==> src/rtl/program_loader.sv <==
// Boot-time instruction-memory loader: length header + little-endian words, CPU held in reset until clean completion.
// Optional trailing XOR checksum byte enabled by defining PROGRAM_LOADER_CHECKSUM_EN.
module program_loader #(
  parameter int WORD_SIZE      = 32,
  parameter int ADDR_WIDTH     = 5,
  parameter int BYTES_PER_WORD = WORD_SIZE / 8
) (
  input  logic                  clk,
  input  logic                  rst,
  input  logic                  start,
  input  logic                  rx_valid,
  input  logic [7:0]            rx_data,
  output logic                  rx_ready,
  output logic                  mem_we,
  output logic [ADDR_WIDTH-1:0] mem_addr,
  output logic [WORD_SIZE-1:0]  mem_wdata,
  output logic                  cpu_rst,
  output logic                  busy,
  output logic                  done,
  output logic                  error,
  output logic [ADDR_WIDTH:0]   words_loaded
);

  localparam int DEPTH = 2 ** ADDR_WIDTH;
  localparam int IDX_W = (BYTES_PER_WORD > 1) ? $clog2(BYTES_PER_WORD) : 1;

  typedef enum logic [2:0] {
    S_IDLE,
    S_LEN_LO,
    S_LEN_HI,
    S_DATA,
    S_WRITE,
    S_DONE,
`ifdef PROGRAM_LOADER_CHECKSUM_EN
    S_ERR,
    S_CHK
`else
    S_ERR
`endif
  } state_t;

  // State entered once every word has been written (or immediately for N=0).
`ifdef PROGRAM_LOADER_CHECKSUM_EN
  localparam state_t S_FINAL = S_CHK;
`else
  localparam state_t S_FINAL = S_DONE;
`endif

  state_t                r_state;
  state_t                w_state_nxt;
  logic [15:0]           r_len;
  logic [IDX_W-1:0]      r_idx;
  logic [WORD_SIZE-1:0]  r_word;
  logic [ADDR_WIDTH-1:0] r_addr;
  logic [ADDR_WIDTH:0]   r_words;
`ifdef PROGRAM_LOADER_CHECKSUM_EN
  logic [7:0]            r_csum;
`endif

  logic                  w_accept;
  logic                  w_start_ok;
  logic                  w_last_word;
  logic                  w_last_byte;
  logic [15:0]           w_len_full;
  logic [ADDR_WIDTH:0]   w_words_inc;

  assign w_accept    = rx_valid && rx_ready;
  assign w_start_ok  = start && ((r_state == S_IDLE) || (r_state == S_DONE) || (r_state == S_ERR));
  assign w_len_full  = {rx_data, r_len[7:0]};
  assign w_words_inc = r_words + 1'b1;
  assign w_last_word = (16'(w_words_inc) == r_len);
  assign w_last_byte = (r_idx == IDX_W'(BYTES_PER_WORD - 1));

  always_ff @(posedge clk or posedge rst) begin
    if (rst) begin
      r_state <= S_IDLE;
    end else begin
      r_state <= w_state_nxt;
    end
  end

  always_comb begin
    w_state_nxt = r_state;
    rx_ready    = 1'b0;
    mem_we      = 1'b0;
    busy        = 1'b0;
    done        = 1'b0;
    error       = 1'b0;
    cpu_rst     = 1'b1;
    case (r_state)
      S_IDLE: begin
        if (start) w_state_nxt = S_LEN_LO;
      end
      S_LEN_LO: begin
        rx_ready = 1'b1;
        busy     = 1'b1;
        if (rx_valid) w_state_nxt = S_LEN_HI;
      end
      S_LEN_HI: begin
        rx_ready = 1'b1;
        busy     = 1'b1;
        if (rx_valid) begin
          if (w_len_full == 16'd0) begin
            w_state_nxt = S_FINAL;
          end else if (w_len_full > 16'(DEPTH)) begin
            w_state_nxt = S_ERR;
          end else begin
            w_state_nxt = S_DATA;
          end
        end
      end
      S_DATA: begin
        rx_ready = 1'b1;
        busy     = 1'b1;
        if (rx_valid && w_last_byte) w_state_nxt = S_WRITE;
      end
      S_WRITE: begin
        mem_we      = 1'b1;
        busy        = 1'b1;
        w_state_nxt = w_last_word ? S_FINAL : S_DATA;
      end
`ifdef PROGRAM_LOADER_CHECKSUM_EN
      S_CHK: begin
        rx_ready = 1'b1;
        busy     = 1'b1;
        if (rx_valid) w_state_nxt = (rx_data == r_csum) ? S_DONE : S_ERR;
      end
`endif
      S_DONE: begin
        done    = 1'b1;
        cpu_rst = 1'b0;
        if (start) w_state_nxt = S_LEN_LO;
      end
      S_ERR: begin
        error = 1'b1;
        if (start) w_state_nxt = S_LEN_LO;
      end
      default: w_state_nxt = S_IDLE;
    endcase
  end

  // Datapath: length capture, byte staging, address and word counters.
  always_ff @(posedge clk or posedge rst) begin
    if (rst) begin
      r_len   <= '0;
      r_idx   <= '0;
      r_word  <= '0;
      r_addr  <= '0;
      r_words <= '0;
`ifdef PROGRAM_LOADER_CHECKSUM_EN
      r_csum  <= '0;
`endif
    end else if (w_start_ok) begin
      r_len   <= '0;
      r_idx   <= '0;
      r_addr  <= '0;
      r_words <= '0;
`ifdef PROGRAM_LOADER_CHECKSUM_EN
      r_csum  <= '0;
`endif
    end else begin
      case (r_state)
        S_LEN_LO: if (w_accept) r_len[7:0] <= rx_data;
        S_LEN_HI: if (w_accept) r_len[15:8] <= rx_data;
        S_DATA: begin
          if (w_accept) begin
            r_word[8*r_idx +: 8] <= rx_data;
            r_idx                <= r_idx + 1'b1;
`ifdef PROGRAM_LOADER_CHECKSUM_EN
            r_csum               <= r_csum ^ rx_data;
`endif
          end
        end
        S_WRITE: begin
          r_addr  <= r_addr + 1'b1;
          r_words <= w_words_inc;
          r_idx   <= '0;
        end
        default: ;
      endcase
    end
  end

  assign mem_addr     = r_addr;
  assign mem_wdata    = r_word;
  assign words_loaded = r_words;

endmodule

==> config.mk <==
export PLATFORM = sky130hd
export DESIGN_NAME = program_loader
export DESIGN_NICKNAME = d
export VERILOG_FILES = /design/src/rtl/program_loader.sv
export SDC_FILE = /design/constraint.sdc
export NUM_CORES = 1
export LEC_CHECK = 0
export ABC_AREA = 1
export CAP_MARGIN = 20
export CORE_AREA = 2 2 114 94
export DETAILED_ROUTE_END_ITERATION = 6
export DIE_AREA = 0 0 116 96
export HOLD_SLACK_MARGIN = 0.06
export SYNTH_ARGS = -nofsm -noshare
export SYNTH_HDL_FRONTEND = slang
export SYNTH_SLANG_ARGS = --single-unit
==> constraint.sdc <==
create_clock -name clk -period 3.1 [get_ports clk]
set_input_delay 0.62 -clock clk [delete_from_list [all_inputs] [get_ports clk]]
set_output_delay 0.62 -clock clk [all_outputs]
set_load 0.01 [all_outputs]
-- Word level (Yosys, flattened, before mapping)
Index checks and enable logic that the tools add are counted.
- word-level logic and storage cells: 74
- input bits: 12
- output and inout bits: 49
- flip-flop bits (word level): 64
- $lt $le $gt $ge: 1
- add/subtract/negate cells: 4
- mux-type cells: 26
- shift-type cells: 2
- reductions and logical operators: 20
- equal/unequal tests: 13
- bitwise gates (word level): 1
- operators with widths (kind ; count):
    negator 5 -> 34 bit ; 1
    variable shift 8 x 34 -> 32 bit, first input constant ; 1
    indexed part select 8 x 34 -> 32 bit ; 1
    bitwise mux 32 bit ; 1
    two-way mux 8 bit ; 3
    two-way mux 3 bit ; 7
    == test 6 x 16 -> 1 bit ; 1
    > comparator 16 x 6 -> 1 bit, second input constant ; 1
    logical NOT 16 bit ; 1
    two-way mux 16 bit ; 1
    one-hot mux 3 bit (5 select lines) ; 1
    two-way mux 6 bit ; 2
    two-way mux 5 bit ; 2
    == test 3 bit, second input constant ; 3
    nonzero test 2 bit ; 4
    adder 6 x 1 -> 6 bit, second input constant ; 1
    == test 3 x 2 -> 1 bit, second input constant ; 2
    two-way mux 1 bit ; 6
    inequality test 2 bit, second input constant ; 3
    AND reduction 2 bit ; 3
    OR reduction 3 bit ; 2
    adder 5 x 1 -> 5 bit, second input constant ; 1
    two-way mux 2 bit ; 2
    one-hot mux 2 bit (2 select lines) ; 1
    other kinds (13) ; 16

-- Logic depth before layout (Yosys ltp)
- depth in word-level cells: 7
- gate-level depth with buffers: 13
- mapped depth without buffers: 13

-- Worst setup path before layout
OpenSTA, ideal clock, no wires.
- path kind: register to output
- start point: reg r_state[0]
- end point: out busy
- buffers on the path: 1
- data required time: 2.480 ns
- path slack: 1.320 ns
- cell stages (with the launch flop): 6
- data arrival time: 1.160 ns
- cell sequence: dfrtp_1 nor2_1 nand2_2 inv_1 buf_4 or2_2
- word-level cells in the longest chain between the ends: 3
- elaborated cells on any way between the ends: 6
- classes of those cells: eq/ne (4); mux (1); reduce/logical (1)
- ends and longest elaborated chain (element ; RTL line ; source):
    start: declaration ; 49 ; state_t r_state;
    start signal: assignment ; 78 ; r_state <= w_state_nxt;
    == test 3 x 2 -> 1 bit, or another cell as far along ; 90 ; case (r_state)
    OR reduction 4 bit (no source line) * ; - ;
    two-way mux 1 bit * ; 90 ;
    end: declaration ; 18 ; output logic busy,
Mark *: on every way between the ends. The rest lies on a longest branch, timed or not.

-- Worst setup path in the final report
Same ends and word-level chain as after synthesis.

==> impl_summary.log <==
INFO  metric cts_htree_levels = 3
INFO  metric crit_required = approximately 2.5 ns
INFO  metric power.density = 938.4 nW/um2
INFO  metric critPathLaunchType = register
INFO  metric antenna_found_initial = 0
INFO  metric timing.rr.start = r_idx[0]
INFO  metric insertedDiodeCount = 0
INFO  metric unrepaired_setup_endpoints_after_global_routing = false
INFO  metric syn_avg_cell_area = 8.063 um2
INFO  metric drive_gt1_share = under 10%
INFO  metric first_pass_grt_wire_length = approximately 14 mm
INFO  metric setup_ws = ~0.3 ns
INFO  metric run_status = finished, final reports clean
INFO  metric clock_tree_from_tritoncts = built
INFO  metric power_report.internal_total = 2.431 mW
INFO  metric ys_top_cells_by_area = dfrtp_1 (48%), nand2_1 (11%), nor2_1 (5.5%)
INFO  metric synth_top_cell_area_share = 47.98%
INFO  metric worst_pin_slew = 0.6035 ns
INFO  metric initial_core_util = roughly a third
INFO  metric ant_nets = 0
INFO  metric power.combinational.fraction = 41.9%
INFO  metric fp.dieArea = 11140 um2
INFO  metric holdWs = ~0.5 ns
INFO  metric clock-sinks = 64
INFO  metric detailedRoute.firstPassIterationCount = 5
INFO  metric hp-start = r_len[12]
INFO  metric flow.area_growth_from_synthesis = 30.36%
INFO  metric clk_root_buffer_cell = clkbuf_16
INFO  metric criticalPathCategory = reg -> out
INFO  metric relSlewSlack = 59.71%
INFO  metric detail_route.vias_per_cell = approximately 4.8
INFO  metric fin_crit = 2.800 ns
INFO  metric power.switching = 1.652 mW
INFO  metric wire_per_inst = 13.41 um
INFO  metric postCtsHoldBufs = 0
INFO  metric yosysUniqueCellTypes = 28
INFO  metric port_buffers = 60
INFO  metric pwr-share-clk = between 20% and 30%
INFO  metric p_total = 4.083 mW
INFO  metric synth.ff_latch_count = 64
INFO  metric max_cap_viol_count = 0
INFO  metric cts.clk_slew.worst_paths = about 0.060 ns
INFO  metric vias = 2976
INFO  metric final_nets = 494
INFO  metric fin_cells = 619
INFO  metric post_cts.repair.setup_buffers = 0
INFO  metric cp_arrival = ~2.2 ns
INFO  metric grt-ovfl-total = 0
INFO  metric clk_latency = 0.33 ns
INFO  metric hold_viol_final = 0
INFO  metric final_max_slew_viol_count = 0
INFO  metric ctsLongestPathBuffers = 2
INFO  metric dominantRegCellSynth = dfrtp_1
INFO  metric dpl_worst_slack = 0.6287 ns
INFO  metric nFillCells = 1018
INFO  metric vdd_drop_max = 0.0003736 V
INFO  metric ys_seq_area_share = 47.98%
INFO  metric cts-buffers-inserted = 9
INFO  metric period_share = 90.32%
INFO  metric ys.warnings.count = 0
INFO  metric worst_clock_skew = 0.009643 ns
INFO  metric dp.cells = 603
INFO  metric track_usage = 16.08%
INFO  metric synthesis.nets = about 430
INFO  metric asyncSetResetFlopFracSynth = 100.0%
INFO  metric first_global_vias = between 2000 and 3000
INFO  metric fmax = 357.2 MHz
INFO  metric drt_iter0_drc = 232
INFO  metric final.setup.tns = 0 ns
INFO  metric ioPinCount = 61
INFO  metric hpwlAfterDp = 6.027 mm
INFO  metric power.switching_fraction = between 40% and 50%
INFO  metric synth-edff-count = 0
INFO  metric globalplace.congestion = between 0.8 and 0.9
INFO  metric coreArea = 9992 um2
INFO  metric final_cell_area = 4352 um2
INFO  metric die_y = 96 um
INFO  metric die_w = 116 um
INFO  metric sequentialPowerShare = about 33%
INFO  metric crit_path_max_fanout = 11
INFO  metric crit_path_end_kind = output pin
INFO  metric post_cts_resize_count = 0
INFO  metric p_leak = 2.090 nW
INFO  metric synth_top_cells_by_count = nand2_1 (98), dfrtp_1 (64), nor2_1 (49)
INFO  metric hold_path.class = reg -> reg
INFO  metric synthMostInstantiatedCell = nand2_1
INFO  metric setup_viol = 0
INFO  metric cell_area_after_placement = 4048 um2
INFO  metric synth_area = about 3300 um2
INFO  metric final_routed_drc_violation_total = 0
INFO  metric drt-total-wl = 8.298 mm
INFO  metric setup.worst_path.start = r_state[0]
INFO  metric row_count = 33
INFO  metric synthDominantAreaCellType = dfrtp_1
INFO  metric layout.core_utilization = 43.55%
INFO  metric maximum_number_of_pins_on_one_net_before_global_route_repair = 29
INFO  metric post_syn_instances = between 400 and 500
final cells by class:
class	count	area (um2)	area share (%)
flip-flops and latches	64	1602	36.80
multi-input cells	293	1470	33.78
repair buffers	64	643.1	14.78
clock buffers	9	225.2	5.175
well taps	140	175.2	4.025
inverters	42	157.7	3.623
clock inverters	7	78.83	1.811
sequential cells by signal, indices dropped and copies added (netlist names):
signal	count
words_loaded	6
mem_wdata	32
r_state	3
r_idx	2
r_len	16
mem_addr	5
power by group through the flow:
stage / clock network (mW) / logic (mW) / registers [mW]
final: 1.02 / 1.71 / 1.35
after global routing: 1.08 / 1.94 / 1.39
after CTS: 1.04 / 1.73 / 1.35
after detailed placement: 0 / 1.72 / 1.35
after global placement: 0 / 1.70 / 1.35
after floorplan: 0 / 1.08 / 1.37
kinds of logic (layout without fill, tap and decap cells):
logic type | after synthesis | after routing | share of synthesized area, %
and+or+nand+nor | 215 | 215 | 29.24
AOI/OAI and AO/OA | 67 | 67 | 11.02
DFF | 64 | 64 | 47.98
buffers and inverters | 57 | 122 | 7.983
adders and majority gates | 8 | 8 | 2.999
xor gates and xnor gates | 3 | 3 | 0.7873
metal layers:
metal  share of wire, %  vias up  global-route usage, %
met1                 48     1384                  22.96
met3                7.5        8                  5.479
met5                  0        -                      0
met2                 44      103                  22.86
met4               0.94        0                  5.060
li1                   -     1481                      -
worst paths after layout:
path                                 end  slack (ns)  cells past startpoint
max in group asynchronous    mem_addr[0]        1.83                      3
setup / recovery                    busy        0.30                      5
hold reg to reg                r_len[12]        0.49                      2
setup reg to reg            mem_wdata[4]        1.01                      5
hold / removal                 r_len[12]        0.49                      2
min in group asynchronous  mem_wdata[12]        0.69                      2
worst max-delay path: stages (launching register included):
cell             delay, ns
dfrtp_1               0.44
nor2_1                0.24
nand2_2               0.16
inv_1                 0.31
or2_2                 0.18
clkdlybuf4s50_1       0.53
layout by cell type, fill, tap and decap left out:
cell / instances
nor3_2: 1
inv_6: 2
clkinv_4: 1
dfrtp_1: 64
bufinv_16: 1
nor2_2: 1
o31ai_1: 1
nand2_1: 98
inv_1: 39
nand4_1: 23
nand3_1: 28
inv_2: 3
buf_12: 1
a21oi_4: 2
a21oi_1: 24
nor3_1: 4
nor2_1: 49
clkdlybuf4s50_1: 60
buf_4: 3
nor2_4: 2
nand2_2: 3
o21ai_1: 2
clkinvlp_4: 3
xor2_1: 3
a22oi_1: 3
nor2_8: 1
o21ai_0: 35
ha_1: 8
or2_2: 1
and3_1: 1
clkbuf_16: 9
nand3_2: 3
(Power assumes the default switching activity.)
